===== config.mk =====
export PLATFORM = sky130hd
export DESIGN_NAME = uart_rx
export DESIGN_NICKNAME = d
export VERILOG_FILES = /design/src/rtl/uart_pkg.sv /design/src/rtl/uart_rx_fifo.sv /design/src/rtl/uart_rx.sv
export SDC_FILE = /design/constraint.sdc
export NUM_CORES = 1
export LEC_CHECK = 0
export CAP_MARGIN = 20
export CORE_MARGIN = 5
export CORE_UTILIZATION = 53
export CTS_BUF_LIST = sky130_fd_sc_hd__clkbuf_8 sky130_fd_sc_hd__clkbuf_16
export CTS_CLUSTER_SIZE = 12
export DETAILED_ROUTE_END_ITERATION = 7
export PLACE_DENSITY = 0.74
export RECOVER_POWER = 50
export SYNTH_ARGS = -nofsm -noshare
export SYNTH_HDL_FRONTEND = slang
export SYNTH_HIERARCHICAL = 1
export SYNTH_SLANG_ARGS = --single-unit

===== constraint.sdc =====
create_clock -name clk_i -period 2.3 [get_ports clk_i]
set_input_delay 0.46 -clock clk_i [delete_from_list [all_inputs] [get_ports clk_i]]
set_output_delay 0.46 -clock clk_i [all_outputs]
set_load 0.01 [all_outputs]

===== src/rtl/uart_pkg.sv =====
// Shared UART definitions: frame width and receiver/transmitter FSM states.
package uart_pkg;

  localparam int DATA_BITS = 8;

  typedef enum logic [1:0] {
    IDLE,
    START,
    DATA,
    STOP
  } uart_state_e;

endpackage


===== src/rtl/uart_rx_fifo.sv =====
// First-word-fall-through FIFO; head word is visible whenever valid_o is high.
module uart_rx_fifo #(
  parameter int WIDTH = 8,
  parameter int DEPTH = 4
) (
  input  logic             clk_i,
  input  logic             rst_i,
  input  logic             push_i,
  input  logic [WIDTH-1:0] data_i,
  input  logic             pop_i,
  output logic [WIDTH-1:0] data_o,
  output logic             valid_o,
  output logic             full_o
);

  localparam int PTR_W = $clog2(DEPTH);
  localparam int CNT_W = PTR_W + 1;
  localparam logic [CNT_W-1:0] FULL_CNT = CNT_W'(DEPTH);

  logic [WIDTH-1:0] mem [DEPTH];
  logic [PTR_W-1:0] wr_ptr;
  logic [PTR_W-1:0] rd_ptr;
  logic [CNT_W-1:0] count;
  logic             do_push;
  logic             do_pop;

  assign valid_o = (count != '0);
  assign full_o  = (count == FULL_CNT);
  assign data_o  = valid_o ? mem[rd_ptr] : '0;

  // A pop on a full FIFO frees the slot in the same cycle, so the push may proceed.
  assign do_pop  = pop_i && valid_o;
  assign do_push = push_i && (!full_o || do_pop);

  // NOTE: storage has no reset; only pointers and count define what is valid.
  always_ff @(posedge clk_i) begin
    if (do_push) mem[wr_ptr] <= data_i;
  end

  always_ff @(posedge clk_i) begin
    if (rst_i) begin
      wr_ptr <= '0;
      rd_ptr <= '0;
      count  <= '0;
    end else begin
      if (do_push) wr_ptr <= wr_ptr + PTR_W'(1);
      if (do_pop)  rd_ptr <= rd_ptr + PTR_W'(1);
      case ({do_push, do_pop})
        2'b10:   count <= count + CNT_W'(1);
        2'b01:   count <= count - CNT_W'(1);
        default: count <= count;
      endcase
    end
  end

endmodule


===== src/rtl/uart_rx.sv =====
// 8N1 UART receiver: mid-bit sampling FSM feeding a small receive FIFO, with sticky error flags.
module uart_rx
  import uart_pkg::*;
#(
  parameter int CLKS_PER_BIT = 16,
  parameter int FIFO_DEPTH   = 4
) (
  input  logic       clk_i,
  input  logic       rst_i,
  input  logic       rx_i,
  output logic [7:0] rx_data_o,
  output logic       rx_valid_o,
  input  logic       rx_ready_i,
  output logic       frame_err_o,
  output logic       overflow_o,
  input  logic       err_clr_i,
  output logic       busy_o
);

  localparam int IDX_W = $clog2(DATA_BITS);
  localparam logic [15:0] HALF_LOAD = 16'(CLKS_PER_BIT / 2 - 1);
  localparam logic [15:0] FULL_LOAD = 16'(CLKS_PER_BIT - 1);
  localparam logic [IDX_W-1:0] LAST_IDX = IDX_W'(DATA_BITS - 1);

  logic                 rx_meta;
  logic                 rx_s;
  uart_state_e          state;
  logic [15:0]          cnt;
  logic [IDX_W-1:0]     bit_idx;
  logic [DATA_BITS-1:0] shreg;
  logic                 busy_q;
  logic                 stop_tick;
  logic                 push_req;
  logic                 frame_set;
  logic                 overflow_set;
  logic                 fifo_full;
  logic                 pop;

  // NOTE: sequential state uses non-blocking assignments so every flop sees pre-edge values.
  always_ff @(posedge clk_i) begin
    if (rst_i) begin
      rx_meta <= 1'b1;
      rx_s    <= 1'b1;
    end else begin
      rx_meta <= rx_i;
      rx_s    <= rx_meta;
    end
  end

  always_ff @(posedge clk_i) begin
    if (rst_i) begin
      state   <= IDLE;
      cnt     <= '0;
      bit_idx <= '0;
      shreg   <= '0;
      busy_q  <= 1'b0;
    end else begin
      case (state)
        IDLE: begin
          if (!rx_s) begin
            cnt    <= HALF_LOAD;
            state  <= START;
            busy_q <= 1'b1;
          end
        end
        START: begin
          if (cnt == '0) begin
            if (!rx_s) begin
              cnt     <= FULL_LOAD;
              bit_idx <= '0;
              state   <= DATA;
            end else begin
              state  <= IDLE;
              busy_q <= 1'b0;
            end
          end else begin
            cnt <= cnt - 16'd1;
          end
        end
        DATA: begin
          if (cnt == '0) begin
            shreg[bit_idx] <= rx_s;
            cnt            <= FULL_LOAD;
            if (bit_idx == LAST_IDX) state <= STOP;
            else bit_idx <= bit_idx + IDX_W'(1);
          end else begin
            cnt <= cnt - 16'd1;
          end
        end
        STOP: begin
          // Re-arm at the stop-bit centre so a following start edge is not missed.
          if (cnt == '0) begin
            state  <= IDLE;
            busy_q <= 1'b0;
          end else begin
            cnt <= cnt - 16'd1;
          end
        end
        default: begin
          state  <= IDLE;
          busy_q <= 1'b0;
        end
      endcase
    end
  end

  assign stop_tick    = (state == STOP) && (cnt == '0);
  assign push_req     = stop_tick && rx_s;
  assign frame_set    = stop_tick && !rx_s;
  assign pop          = rx_valid_o && rx_ready_i;
  assign overflow_set = push_req && fifo_full && !pop;
  assign busy_o       = busy_q;

  uart_rx_fifo #(
    .WIDTH(DATA_BITS),
    .DEPTH(FIFO_DEPTH)
  ) u_fifo (
    .clk_i  (clk_i),
    .rst_i  (rst_i),
    .push_i (push_req),
    .data_i (shreg),
    .pop_i  (rx_ready_i),
    .data_o (rx_data_o),
    .valid_o(rx_valid_o),
    .full_o (fifo_full)
  );

  // A set event in the same cycle as err_clr_i takes priority.
  always_ff @(posedge clk_i) begin
    if (rst_i) begin
      frame_err_o <= 1'b0;
      overflow_o  <= 1'b0;
    end else begin
      if (frame_set)      frame_err_o <= 1'b1;
      else if (err_clr_i) frame_err_o <= 1'b0;
      if (overflow_set)   overflow_o  <= 1'b1;
      else if (err_clr_i) overflow_o  <= 1'b0;
    end
  end

endmodule


Word level (Yosys, flattened, before mapping)
Memory sizes are Yosys's and may differ from the RTL's. A register that Yosys moved wholly into a read port is not among the register bits.
Index checks and enable logic that the tools add are counted.

word-level totals
  flip-flop bits (word level) = 41
  latch bits = 0
  RAM bits = 32
  memory bits (read-only) = 0
  bits of input ports = 5
  output and inout bits = 12
  logic and storage cells = 98
  memories = 1

operators by class
  $add $sub $neg = 6
  $mul = 0
  div/mod/pow operators = 0
  magnitude comparators = 2
  equality and inequality tests = 17
  shift operators = 0
  muxes and demuxes = 35
  bitwise logic cells = 0
  reduce and logical (&&, ||, !) cells = 25

memories
  memory      depth  bits a word  rd ports  clocked after memory_dff  write ports  line                source
  u_fifo.mem  4      8            1         1                         1            uart_rx_fifo.sv:20  logic [WIDTH-1:0] mem [DEPTH];

operators by type and width
  kind                   count
  $mux 16                5
  $pmux 16 s4            1
  $ne 2x2->1 const B     9
  $logic_not 16->1       1
  $mux 2                 8
  $sub 16x1->16 const B  1
  $reduce_and 5->1       3
  $mux 3                 4
  $pmux 3 s2             2
  $mux 1                 10
  $bwmux 8               1
  $logic_and 1x1->1      8
  $mux 8                 1
  $pmux 2 s4             1
  $reduce_bool 2->1      4
  $add 3x1->3 const B    2
  $eq 2x2->1 const B     3
  $eq 3x3->1 const B     2
  $reduce_bool 3->1      2
  $add 2x1->2 const B    2
  $eq 2x1->1 const B     2
  $lt 3x4->1 const B     1
  $demux 1 s3            1
  $ge 3x1->1 const B     1
  8 further kinds        10

Depth between registers and ports, before layout
Gate-level depths: netlist (run 1).

  word-level depth = 6
  mapped depth = 13
  mapped depth without buffers = 11

By module
Netlist (run 1), hierarchy kept.

modules (own cells, without submodules)
  module        times used  cells an instance  area each (um^2)  seq. area each (um^2)
  uart_rx       1           209                1,815.5           680.7
  uart_rx_fifo  1           118                1,796.7           1,141.1

Worst setup path after synthesis (run 1)
Ideal clock, no wire load.

  kind = register to register
  start point = register cnt[0]
  end point = register u_fifo.count[2]
  setup time = 0.131 ns
  arrival time = 2.323 ns
  data required time = 2.169 ns
  slack = -0.154 ns
  cell stages (with the launch flop) = 14
  path buffers = 2
  period minus slack after synthesis = 2.454 ns
  cells stage by stage = dfxtp_1 > inv_1 > ha_1 > nor4b_1 > and4_1 > clkbuf_1 > and3_1 > buf_6 > inv_1 > nand3_1 > fa_1 > nand2b_1 > o211ai_1 > a31oi_1

on the way
  longest elaborated chain between the ends = 6
  elaborated cells between the ends (all ways) = 8
  those cells by class = eq/ne: 2; mux: 1; reduce/logical: 5

RTL lines
  element                                          line                source
  from (decl)                                      uart_rx.sv:28       logic [15:0] cnt;
  from (signal assigned)                           uart_rx.sv:77       cnt <= cnt - 16'd1;
  from (signal assigned)                           uart_rx.sv:87       cnt <= cnt - 16'd1;
  from (signal assigned)                           uart_rx.sv:96       cnt <= cnt - 16'd1;
  $logic_not 16->1 *                               uart_rx.sv:107      assign stop_tick = (state == STOP) && (cnt == '0);
  $logic_and 1x1->1 *                              uart_rx.sv:107
  $logic_and 1x1->1 *                              uart_rx.sv:108      assign push_req = stop_tick && rx_s;
  via push_req                                     uart_rx.sv:33       logic push_req;
  $logic_and 1x1->1 *                              uart_rx_fifo.sv:33  assign do_push = push_i && (!full_o || do_pop);
  $eq 2x1->1 or $eq 2x2->1 (tied branches)         uart_rx_fifo.sv:48  case ({do_push, do_pop})
  $pmux 3 s2 or $reduce_bool 2->1 (tied branches)  -
  to (signal assigned)                             uart_rx_fifo.sv:49  2'b10: count <= count + CNT_W'(1);
  to (signal assigned)                             uart_rx_fifo.sv:50  2'b01: count <= count - CNT_W'(1);
  to (signal assigned)                             uart_rx_fifo.sv:51  default: count <= count;
  to (decl)                                        uart_rx_fifo.sv:23  logic [CNT_W-1:0] count;

Mark *: on every way through the listed nets, which the timed path passes. The rest lies on a longest branch.
A chain may end at the register's enable or synchronous reset.

==> flow_summary.toml, run 1 <==
[status]
outcome = "finished clean"

[detailed_routing]
via_per_inst = 5.622
route.vias.total = 2496
dr.pass1.iters = 5
wl_mm = 6.627
wire_per_inst_um = 14.93
drtAntennaViolNets = 0
drt_iter0_markers = 89
drc_errors = 0

[floorplanning]
initial_utilization = 0.5376
die_area_um2 = 8566
row_count = 30
core_area_um2 = 6719
io_pins = 17
die_w_um = 92.56
die_h_um = 92.56

[yosys]
synth_common_cells = "dfxtp_1 (43), nor2_1 (38), edfxtp_1 (32), inv_1 (15)"
synth_area_leaders = "edfxtp_1 (27%), dfxtp_1 (24%), mux4_2 (5.0%)"
synth_top_area_share = 0.2660
synth_area_um2 = 3612
synth-main-ff-cell = "dfxtp_1"
synthCells = 327
synth.distinct_cells = 60
yosys_register_bits = 75
synth-edff-count = 32
syn-mean-instance-area_um2 = 11.05
synth_top_area_cell = "edfxtp_1"
ys_seq_area_frac = 0.5043
ys_warn_count = 6
synth_nets = 346
synth-async-reset-ratio = 0
synth.most_common_cell = "dfxtp_1"

[sta]
hold_viol = 0
whs_ns = 0.4171
maxSlewHeadroom = 0.6390
worst_slew_pin_slew_ns = 0.5415
layout_min_cycle_time_ns = 2.201
drv_slew = 0
fin_skew_ns = 0.007210
timing.setup.tns_ns = 0
setup_viol = 0
rsz0062_at_grt = "true"
fin_ws_ns = 0.09927
min_period_over_period = 0.9568
fmax_mhz = 454.4

[clock_tree]
cts_tree = "yes"
clk_latency_ns = 0.35
cts-buffers-inserted = 9
cts_root_buf = "clkbuf_8"
cts.sinks = 75
clkSlewWorstSetupHoldPaths_ns = 0.08
h-tree-depth = 3
postCtsHoldBufs = 0
clock_path_buffers = 2

[place]
port_buffers = 16
gp_congestion = 0.8704
post-place-ws_ns = 0.07579
place_area_um2 = 3976
dp_hpwl_mm = 4.688
placed_cells = 428

[power_and_ir_drop]
p_total_mw = 3.872
power_density_nw_per_um2 = 925.2
p_leak_nw = 1.625
ir_worst_vdd_v = 0.0005748

[worst_setup_path]
rr_worst_depth = 11
r2r_end = "u_fifo/count[1]$_SDFFE_PP0P_"
r2r-start = "cnt[0]$_SDFFE_PP0P_"
criticalPathCategory = "register to output pin"
reg2reg_slack_ns = 0.14
cpPeakStageDelay_ns = 0.50
cp-end-kind = "output pin"
crit_fanout = 3
crit_slowest_cell = "mux4_2"
crit_path_start_kind = "register"
path_cells = "buf_4 -> mux4_2 -> nor2b_1 -> dlygate4sd2_1"
arrival_ns = 1.74
cp.required_ns = 1.84

[layout]
diodes = 0
nets = 378
final_area_um2 = 4185
area_growth_syn_to_layout_pct = 15.86
final_util = 0.6229
drive_above_1_share = 0.1923
layoutNonFillerInstCount = 444

[grt]
grt_overflow = 0
grt_pass1_vias = 2403
grt_pass1_wl_mm = 11.22
antenna_found_initial = 0
track_usage = 0.1669
grt_max_degree = 16

[hold_path]
hold_class = "register to register"
whs_endpoint = "rx_s$_SDFF_PP1_"
hp-start = "rx_meta$_SDFF_PP1_"
whs_path_depth = 1

[flow_run]
cap_violations = 0
## per-layer routing
layer  track usage  part of all wire
met1        0.2107              0.47
met5             0                 0
met4       0.07550             0.018
met2        0.2725              0.49
met3       0.03818             0.031
## cell usage in the layout (no fill, tap or decap), types with 9 or more instances in the layout
cell and n:
nand2_1 9, nor2_1 38, dfxtp_1 38, clkbuf_8 9
buf_4 17, ha_1 12, edfxtp_1 32, inv_1 12
mux2i_1 10, nor2b_1 11, a21oi_1 13
## logic make-up (layout without fill, tap and decap cells)
logic type,count (synthesis),in the layout,share of synthesized area
AO/OA/AOI/OAI,53,53,0.1046
XOR/XNOR,12,12,0.02910
adder cells (fa/ha/maj),14,14,0.05057
buffers and inverters,31,68,0.03948
flip-flops,75,75,0.5043
multiplexers,19,19,0.08071
AND/OR/NAND/NOR,123,123,0.1912
## worst max-delay path by stage
stage                                       startpoint                      endpoint  slack, ns  depth (start not counted)
after CTS                 u_fifo/count[0]$_SDFFE_PP0P_                    rx_valid_o       0.04                          4
after detailed placement           cnt[1]$_SDFFE_PP0P_  u_fifo/count[1]$_SDFFE_PP0P_       0.08                         11
after global placement             cnt[1]$_SDFFE_PP0P_  u_fifo/count[2]$_SDFFE_PP0P_       0.17                         11
after global routing               cnt[0]$_SDFFE_PP0P_  u_fifo/count[1]$_SDFFE_PP0P_     -0.003                         11
final                                         register                  rx_data_o[0]        0.1                          4
after floorplan                    cnt[1]$_SDFFE_PP0P_  u_fifo/count[1]$_SDFFE_PP0P_      0.002                         13
## flip-flops by register name (all words and copies together) (netlist names), named ones only
signal	count
u_fifo/mem	32
cnt	16
shreg	8
bit_idx	3
u_fifo/count	3
u_fifo/rd_ptr	2
u_fifo/wr_ptr	2
busy_o	1
frame_err_o	1
overflow_o	1
rx_meta	1
rx_s	1
state	1
## area by class of cell
type	count	area (um^2)
fill	545	2534
multi-input combinational	221	1697
timing repair buffer	37	300.3
clock inverter	7	77.57
clock buffer	9	123.9
sequential	75	1828
tap	80	100.1
inverter	15	58.81
## critical path: cells and delay by family, from the launching register on
family        cells  cell delay, ns
buf+inv           2            0.41
flops             1            0.34
simple gates      1            0.14
mux               1            0.50
## report_power, final
part	switching [mW]	internal, mW	leakage [nW]	total [mW]
combinational	0.744	0.523	0.872	1.27
clock	0.511	0.510	0.106	1.02
sequential	0.109	1.48	0.647	1.58
total	1.36	2.51	1.63	3.87
## timing repair
item	CTS	global route
resized for setup	9	9
pin swaps	0	3
setup endpoints to repair	9	9
buffers inserted	0	0
endpoints found under the hold margin	0	0
Note: power is estimated with default switching activity, not from simulation.
==> inputs of run 2 (changes only) <==
--- a/config.mk
+++ b/config.mk
@@ -8,9 +8,10 @@
 export CAP_MARGIN = 20
 export CORE_MARGIN = 5
 export CORE_UTILIZATION = 53
-export CTS_BUF_LIST = sky130_fd_sc_hd__clkbuf_8 sky130_fd_sc_hd__clkbuf_16
+export CTS_BUF_LIST = sky130_fd_sc_hd__clkbuf_8
 export CTS_CLUSTER_SIZE = 12
 export DETAILED_ROUTE_END_ITERATION = 7
+export MAX_ROUTING_LAYER = met4
 export PLACE_DENSITY = 0.74
 export RECOVER_POWER = 50
 export SYNTH_ARGS = -nofsm -noshare
==> run 2 against run 1 <==
Effect of this change: first-iteration DRC count is 9.0% higher; clock skew is 0.0027 ns higher; largest cell class unchanged; utilization hardly changed; power is 0.17% higher; clock power is 6% lower.
==> flow_summary.toml, run 2 (synthesis gave the netlist of run 1 again) <==
[place]
gp_congestion = 0.8857
place_area_um2 = 3981
placed_cells = 427
port_buffers = 16
dp_hpwl_mm = 4.851

[worst_setup_path]
arrival_ns = 1.76
crit_fanout = 11
crit_slowest_cell = "clkdlybuf4s50_1"
cp-end-kind = "output pin"
reg2reg_slack_ns = 0.11
cp.required_ns = 1.84
path_cells = "nor3_1 -> buf_4 -> inv_1 -> clkdlybuf4s50_1"
criticalPathCategory = "register to output pin"
rr_worst_depth = 11
crit_path_start_kind = "register"
cpPeakStageDelay_ns = 0.57

[floorplanning]
row_count = 30
io_pins = 17
core_area_um2 = 6719
die_w_um = 92.56
die_h_um = 92.56
initial_utilization = 0.5376
die_area_um2 = 8566

[layout]
largest_register = "u_fifo/mem"
reg.largest.list = "u_fifo/mem x32, cnt x16, shreg x8"
diodes = 0
largest_register_ffs = 32
drive_above_1_share = 0.1978
area_growth_syn_to_layout_pct = 15.79
final.fill_count = 537
layout_common_cells = "nor2_1 (38), dfxtp_1 (38), edfxtp_1 (32)"
layoutNonFillerInstCount = 444
final_area_um2 = 4183
nets = 378

[sta]
worst_slew_pin_slew_ns = 0.4883
hold_viol = 0
setup_viol = 0
drv_slew = 0
fin_skew_ns = 0.009866
layout_min_cycle_time_ns = 2.222
whs_ns = 0.4197
maxSlewHeadroom = 0.6704
min_period_over_period = 0.9661
timing.setup.tns_ns = 0
fmax_mhz = 450.1
rsz0062_at_grt = "true"

[clock_tree]
clkSlewWorstSetupHoldPaths_ns = 0.08
clock_path_buffers = 2
h-tree-depth = 3
cts.sinks = 75
cts-buffers-inserted = 9
cts_tree = "yes"
clk_latency_ns = 0.35
cts_root_buf = "clkbuf_8"

[power_and_ir_drop]
seq_power_share = 0.409
p_int_mw = 2.458
p_total_mw = 3.879
clkPwrFrac = 0.248
p_leak_nw = 1.615
p_switching_mw = 1.420
power_density_nw_per_um2 = 927.3
p_sw_frac = 0.3662
combPwrFrac = 0.343
ir_worst_vdd_v = 0.0008071

[detailed_routing]
drtAntennaViolNets = 0
dr.pass1.iters = 4
drc_errors = 0
via_per_inst = 5.752
drt_iter0_markers = 97
route.vias.total = 2554
wl_mm = 6.965
wire_per_inst_um = 15.69

[grt]
track_usage = 0.1831
antenna_found_initial = 0
grt_overflow = 0
grt_pass1_vias = 2442
grt_pass1_wl_mm = 11.90
grt_max_degree = 17

[hold_path]
hold_class = "register to register"
whs_path_depth = 1

[flow_run]
cap_violations = 0

[status]
outcome = "finished clean"
[run 2: repair_timing]
action	4_1_cts	5_1_grt
setup buffers	0	1
hold buffers	0	0
resized for setup	9	7
pin swaps	0	5
endpoints found under the setup margin	9	42
[run 2: power by group through the flow]
stage                     clock (mW)  combinational, mW  sequential (mW)
after floorplan                    0              0.939             1.60
after global placement             0               1.23             1.60
after detailed placement           0               1.24             1.61
after CTS                      0.995               1.26             1.58
after global routing            1.07               1.48             1.60
final                          0.963               1.33             1.59
[run 2: final timing paths]
path                                                      to                          from
worst min register to register               rx_s$_SDFF_PP1_            rx_meta$_SDFF_PP1_
worst max-delay path                              rx_valid_o  u_fifo/count[1]$_SDFFE_PP0P_
worst max register to register  u_fifo/count[2]$_SDFFE_PP0P_           cnt[0]$_SDFFE_PP0P_
worst min-delay path                         rx_s$_SDFF_PP1_            rx_meta$_SDFF_PP1_
[run 2: layout make-up]
class                           instances  area [um^2]  share of cell area
Tap cell                               80        100.1             0.02393
Clock inverter                          7        65.06             0.01555
Clock buffer                            9        123.9             0.02961
Timing Repair Buffer                   37        316.6             0.07568
Multi-Input combinational cell        221         1690              0.4041
Inverter                               15        58.81             0.01406
Sequential cell                        75         1828              0.4370
[run 2: per-layer routing]
metal,track usage,part of all wire
met5,-,0
met4,0.07921,0.016
met3,0.03981,0.036
met2,0.2955,0.51
met1,0.2223,0.44
[run 2: critical path: cells and delay by family (launching register included)]
family	cells	cell delay (ns)
simple gates	1	0.09
flops	1	0.45
buf+inv	3	0.87
[run 2: through the flow]
step | setup slack (ns) | utilization
after floorplan | 0.001541 | -
after global placement | 0.1694 | 0.5926
after detailed placement | 0.07659 | 0.5926
after CTS | 0.01881 | 0.6194
after global routing | -0.03756 | 0.6225
final | 0.07806 | 0.6225
